$ cat src/rtl/display_scan_driver_if.sv
// rtl/display_scan_driver_if.sv - value/format input and segment/anode output bundle for the scan driver
interface display_scan_driver_if;
    logic [15:0] ToDisplay;
    logic        DisplayFormat;
    logic [6:0]  Segments;
    logic [7:0]  Anodes;
    logic        Busy;

    modport master (
        output ToDisplay, DisplayFormat,
        input  Segments, Anodes, Busy
    );

    modport slave (
        input  ToDisplay, DisplayFormat,
        output Segments, Anodes, Busy
    );
endinterface

$ cat src/rtl/display_scan_driver.sv
// rtl/display_scan_driver.sv - 8-digit multiplexed 7-segment driver with hex and double-dabble decimal modes
module display_scan_driver #(
    parameter int REFRESH_DIV = 100_000
) (
    input  logic                  clk,
    input  logic                  reset,
    display_scan_driver_if.slave  bus
);

    localparam int CW = $clog2(REFRESH_DIV);

    typedef enum logic [1:0] {IDLE, CONV, COMMIT} state_t;

    state_t      state;
    logic        snap_valid;
    logic [15:0] snap_val;
    logic        snap_fmt;
    logic [15:0] shift_reg;
    logic [19:0] bcd;
    logic [19:0] bcd_adj;
    logic [3:0]  iter;
    logic [19:0] digits;
    logic        dmode;
    logic        busy;

    logic [CW-1:0] cnt;
    logic [2:0]    idx;
    logic [31:0]   digits_ext;
    logic [31:0]   upper;
    logic [3:0]    nib;
    logic          blank;

    always_comb begin
        bcd_adj = bcd;
        for (int i = 0; i < 5; i++) begin
            if (bcd[i*4 +: 4] >= 4'd5)
                bcd_adj[i*4 +: 4] = bcd[i*4 +: 4] + 4'd3;
        end
    end

    always_ff @(posedge clk) begin
        if (reset) begin
            state      <= IDLE;
            busy       <= 1'b0;
            snap_valid <= 1'b0;
            snap_val   <= '0;
            snap_fmt   <= 1'b0;
            shift_reg  <= '0;
            bcd        <= '0;
            iter       <= '0;
            digits     <= '0;
            dmode      <= 1'b0;
        end else begin
            case (state)
                IDLE: begin
                    if (!snap_valid || {bus.ToDisplay, bus.DisplayFormat} != {snap_val, snap_fmt}) begin
                        snap_valid <= 1'b1;
                        snap_val   <= bus.ToDisplay;
                        snap_fmt   <= bus.DisplayFormat;
                        shift_reg  <= bus.ToDisplay;
                        bcd        <= '0;
                        iter       <= '0;
                        busy       <= 1'b1;
                        state      <= bus.DisplayFormat ? CONV : COMMIT;
                    end
                end
                CONV: begin
                    {bcd, shift_reg} <= {bcd_adj, shift_reg} << 1;
                    iter <= iter + 4'd1;
                    if (iter == 4'd15)
                        state <= COMMIT;
                end
                COMMIT: begin
                    // hex mode never shifts, so shift_reg still holds the snapshot word
                    digits <= snap_fmt ? bcd : {4'h0, shift_reg};
                    dmode  <= snap_fmt;
                    busy   <= 1'b0;
                    state  <= IDLE;
                end
                default: begin
                    busy  <= 1'b0;
                    state <= IDLE;
                end
            endcase
        end
    end

    assign bus.Busy = busy;

    function automatic logic [6:0] glyph(input logic [3:0] d);
        case (d)
            4'h0: glyph = 7'h40;
            4'h1: glyph = 7'h79;
            4'h2: glyph = 7'h24;
            4'h3: glyph = 7'h30;
            4'h4: glyph = 7'h19;
            4'h5: glyph = 7'h12;
            4'h6: glyph = 7'h02;
            4'h7: glyph = 7'h78;
            4'h8: glyph = 7'h00;
            4'h9: glyph = 7'h10;
            4'hA: glyph = 7'h08;
            4'hB: glyph = 7'h03;
            4'hC: glyph = 7'h46;
            4'hD: glyph = 7'h21;
            4'hE: glyph = 7'h06;
            default: glyph = 7'h0E;
        endcase
    endfunction

    // a decimal slot is a leading zero when it and every higher nibble are zero
    always_comb begin
        digits_ext = {12'h000, digits};
        upper      = digits_ext >> {idx, 2'b00};
        nib        = upper[3:0];
        if (dmode)
            blank = (idx >= 3'd5) || ((idx != 3'd0) && (upper == 32'd0));
        else
            blank = (idx >= 3'd4);
    end

    always_ff @(posedge clk) begin
        if (reset) begin
            cnt          <= '0;
            idx          <= '0;
            bus.Segments <= 7'h7F;
            bus.Anodes   <= 8'hFF;
        end else begin
            if (cnt == CW'(REFRESH_DIV - 1)) begin
                cnt <= '0;
                idx <= idx + 3'd1;
            end else begin
                cnt <= cnt + 1'b1;
            end
            bus.Anodes   <= blank ? 8'hFF : ~(8'b1 << idx);
            bus.Segments <= blank ? 7'h7F : glyph(nib);
        end
    end

endmodule

$ cat src/flat_wrapper.sv
// flat-port wrapper written by rule: the top's interface ports become plain ports
module display_scan_driver_flat 
#(
    parameter int REFRESH_DIV = 100_000
)
  (clk, reset, bus_ToDisplay, bus_DisplayFormat, bus_Segments, bus_Anodes, bus_Busy);
  display_scan_driver_if bus_i ();
  input  logic clk;
  input  logic reset;
  input wire logic [$bits(bus_i.ToDisplay)-1:0] bus_ToDisplay;
  input wire logic [$bits(bus_i.DisplayFormat)-1:0] bus_DisplayFormat;
  output wire logic [$bits(bus_i.Segments)-1:0] bus_Segments;
  output wire logic [$bits(bus_i.Anodes)-1:0] bus_Anodes;
  output wire logic [$bits(bus_i.Busy)-1:0] bus_Busy;
  assign bus_i.ToDisplay = bus_ToDisplay;
  assign bus_i.DisplayFormat = bus_DisplayFormat;
  assign bus_Segments = bus_i.Segments;
  assign bus_Anodes = bus_i.Anodes;
  assign bus_Busy = bus_i.Busy;
  display_scan_driver #(.REFRESH_DIV(REFRESH_DIV)) u_core (.clk(clk), .reset(reset), .bus(bus_i));
endmodule
$ cat config.mk
export PLATFORM = sky130hd
export DESIGN_NAME = display_scan_driver_flat
export DESIGN_NICKNAME = d
export VERILOG_FILES = /design/src/rtl/display_scan_driver_if.sv /design/src/rtl/display_scan_driver.sv /design/src/flat_wrapper.sv
export SDC_FILE = /design/constraint.sdc
export NUM_CORES = 1
export LEC_CHECK = 0
export ABC_CLOCK_PERIOD_IN_PS = 6500
export BUFFER_PORTS_ARGS = -buffer_cell sky130_fd_sc_hd__clkbuf_2
export CAP_MARGIN = 20
export CORE_ASPECT_RATIO = 0.8
export CORE_MARGIN = 5
export CORE_UTILIZATION = 45
export CTS_BUF_LIST = sky130_fd_sc_hd__clkbuf_16
export DETAILED_ROUTE_END_ITERATION = 16
export SKIP_LAST_GASP = 1
export SYNTH_ARGS = -nofsm -noshare
export SYNTH_HDL_FRONTEND = slang
export SYNTH_SLANG_ARGS = --single-unit
$ cat constraint.sdc
create_clock -name clk -period 6.5 [get_ports clk]
set_input_delay 0.975 -clock clk [delete_from_list [all_inputs] [get_ports clk]]
set_output_delay 0.975 -clock clk [all_outputs]
set_load 0.01 [all_outputs]
==> summary.md <==
| Metric | Value |
|---|---|
| DIE HEIGHT | 111 microns |
| Starting Density | 46.2% |
| Die Area | 0.0150 sq mm |
| Ys async rst share | 0% |
| Final std cells w/o fill | 811 |
| Critical path arrival | 2.90 ns |
| Adder-Cell Fraction of Synth Area | 5.06% |
| Main synth FF type | dfxtp_1 |
| Port bufs | 34 |
| Vias in the first global route | 4,536 |
| Post-layout worst setup margin | 3.84 ns |
| Post-CTS Resized | 0 |
| Drc violations | 0 |
| Mean cell area of the mapped netlist | 9.47 sq um |
| CTS Buf Count | 17 |
| Die width | 136 microns |
| Clk slew on worst S/H paths | 0.05 ns |
| Final ANT Viol Nets | 0 |
| YS warnings | 0 |
| CP required | 6.74 ns |
| Total wire length | 13,500 microns |
| Vias per Instance | 5.59 |
| Dpl ws | 3.47 ns |
| Setup TNS Final | 0 ns |
| Crit share post-route | 40.9% |
| Area leader, netlist | dfxtp_1 |
| Maximum VDD drop | 229 uV |
| Row cnt | 36 |
| Placer congestion estimate | 0.811 |
| Filler instances | 1,151 |
| Final hold vios | 0 |
| Share of the synthesized area in the top cell type | 41.2% |
| Largest family of logic cells by synthesized area | compound AO/OA/AOI/OAI gates |
| Synthesized area | 0.00568 sq mm |
| Post-Synth Simple-Gate Area | 18.1% |
| Post-synth cell types | 57 |
| Critical path class | flip-flop to flip-flop |
| First-pass GRT wire length | 23,000 microns |
| CTS tree | built |
| Worst-Skew Late Latency | 0.42 ns |
| Per-cell routed wire length | 16.7 microns |
| Placed Cells | 780 |
| Inserted Diodes | 0 |
| Synthesized netlist net count | 642 |
| #FFs+latches synth | 117 |
| Routed vias | 4,533 |
| Crit-path slowest cell | nor3b_1 |
| P&R area growth vs syn | 14.8% |
| Pwr Density | 308 mW/mm^2 |
| CP Capture Type | flip-flop |
| FMAX | 376 MHz |
| Io pins | 35 |
| CP Cell Sequence | nor3b_1 > a22o_1 > inv_1 > ha_1 > o221a_2 > o31ai_2 > o221ai_1 |
| CP startpoint kind | flip-flop |
| Std-Cell Core Area | 0.0123 sq mm |
| Antenna violations before repair | 0 |
| Ratio of cells with drive above 1 in the final layout | 13.1% |
| Syn Inst Count | 600 |
| Total design power | 2.01 mW |
| Outcome | complete, no violations |
| CP max stage delay | 0.50 ns |
| Worst Skew | 0.0133 ns |
| Root Driver | clkbuf_16 |
| # hold bufs at CTS | 0 |
| Worst hold-check path type | flip-flop to flip-flop |
| Synth Area in Compound Gates | 18.4% |
| Post-synth EDFFs | 0 |
| Largest net degree at the start of global routing | 62 |
| Biggest regs | u_core.bcd: 20 flops, u_core.digits: 20 flops, u_core.cnt: 17 flops |
| DP HPWL | 9280 microns |
| Clock Tree Buf Depth | 2 |
| Final #Nets | 670 |
| Maxcap violations | 0 |
| Mux contribution to synthesized area | 5.59% |
| Number of setup buffers added after CTS | 0 |
| Least-Margin Pin Slew | 0.968 ns |
| CTS H-tree lvls | 4 |
| Gr usage total | 19.2% |
| RSZ-0062 raised after global routing | false |
| CTS Sinks | 117 |
| 1st-pass router iterations | 5 |
| Lkg Pwr | 2.52 nW |
| XOR/XNOR Fraction of Synth Area | 7.24% |
| Endpoints failing setup | 0 |
| CP max FO | 15 |
| Post-synthesis sequential area ratio | 41.2% |
| Slew Viols, Final | 0 |
| Min Tclk post-route | 2.66 ns |
| GRT overflow | 0 |
| First DRT Iteration DRCs | 253 |
| Rel. slew slack | 35.4% |
| Synth area leaders | dfxtp_1 (41%), ha_1 (5.1%), mux2i_1 (4.4%), xnor2_1 (4.0%), a22o_1 (3.9%) |
[cells by family after synthesis]
family | after synthesis
xor gates and xnor gates | 47
other | 1
adders and majority gates | 23
muxes | 28
AOI/OAI and AO/OA | 132
buffers and inverters | 55
and+or+nand+nor | 197
DFF | 117
[routing by layer]
| layer | vias up | part of all wire (%) | wire (microns) | GRT usage, % |
|---|---|---|---|---|
| li1 | 2229 | - | - | - |
| met1 | 2193 | 51 | 6880 | 27.6 |
| met2 | 99 | 43 | 5890 | 27.7 |
| met3 | 12 | 4.7 | 630 | 5.82 |
| met4 | 0 | 1.1 | 146 | 5.84 |
| met5 | - | 0 | 0 | 0 |
[synth_stat cells (all sizes together), types with 7 or more instances]
library cell / count
xor2: 21
clkbuf: 17
nand2b: 9
xnor2: 26
a21oi: 18
a211oi: 22
nand2: 44
o221ai: 8
a31oi: 7
a221o: 15
and2: 15
buf: 13
ha: 23
o21ai: 13
a22o: 25
nor2: 51
nor2b: 18
and3: 7
nand4: 8
mux2i: 25
dfxtp: 117
nor3: 10
inv: 23
nand3: 15
[worst paths after layout]
check / slack [ns] / cells after the start / from / to
worst max register to register: 3.84 / 7 / u_core.idx[1] / u_core.bus.Segments[5]
worst min-delay path: 0.48 / 1 / u_core.cnt[0] / u_core.cnt[0]
worst max-delay path: 3.84 / 7 / u_core.idx[1] / u_core.bus.Segments[5]
worst min register to register: 0.48 / 1 / u_core.cnt[0] / u_core.cnt[0]
[cell usage in the layout (no fill, tap or decap), types with 14 or more instances in the layout]
cell | Yosys | layout
clkbuf_16 | 0 | 17
dfxtp_1 | 117 | 117
xnor2_1 | 26 | 26
a221o_1 | 15 | 15
and2_1 | 15 | 15
a22o_1 | 25 | 25
a211oi_1 | 21 | 21
nor2b_1 | 18 | 18
nand2_1 | 44 | 44
nor2_1 | 51 | 49
clkbuf_2 | 0 | 34
a21oi_1 | 17 | 17
xor2_1 | 21 | 21
inv_1 | 23 | 25
mux2i_1 | 25 | 25
nand3_1 | 14 | 14
ha_1 | 23 | 23
[stage by stage]
step	instance area, sq um	utilization, %	hold WS (ns)
floorplan	5680	-	0.418
global placement	5960	48.4	0.430
detailed placement	5960	48.4	0.440
CTS	6530	53.1	0.485
global route	6530	53.1	0.489
finish	6530	53.1	0.484
[final cells by class]
| type | count | area (sq um) | share of cell area, % |
|---|---|---|---|
| well taps | 171 | 214 | 3.28 |
| clock inverters | 14 | 145 | 2.22 |
| inverters | 25 | 93.8 | 1.44 |
| clock buffers | 17 | 425 | 6.52 |
| multi-input cells | 428 | 3100 | 47.5 |
| repair buffers | 39 | 208 | 3.18 |
| flip-flops and latches | 117 | 2340 | 35.9 |
[worst max-delay path: cells and delay by family, from the launching register on]
family | cells | cell delay (ns)
and+or+nand+nor | 1 | 0.50
AOI/OAI and AO/OA | 4 | 1.08
buffers and inverters | 1 | 0.10
DFF | 1 | 0.49
adders and majority gates | 1 | 0.30
[report_power, final]
part           leakage (nW)  total [mW]  internal, mW  switching [mW]
Clock                 0.286       0.912         0.589           0.323
Combinational          1.27       0.273         0.110           0.162
Sequential            0.957       0.823         0.775          0.0472
No activity file was read; power rests on OpenSTA's default activity.
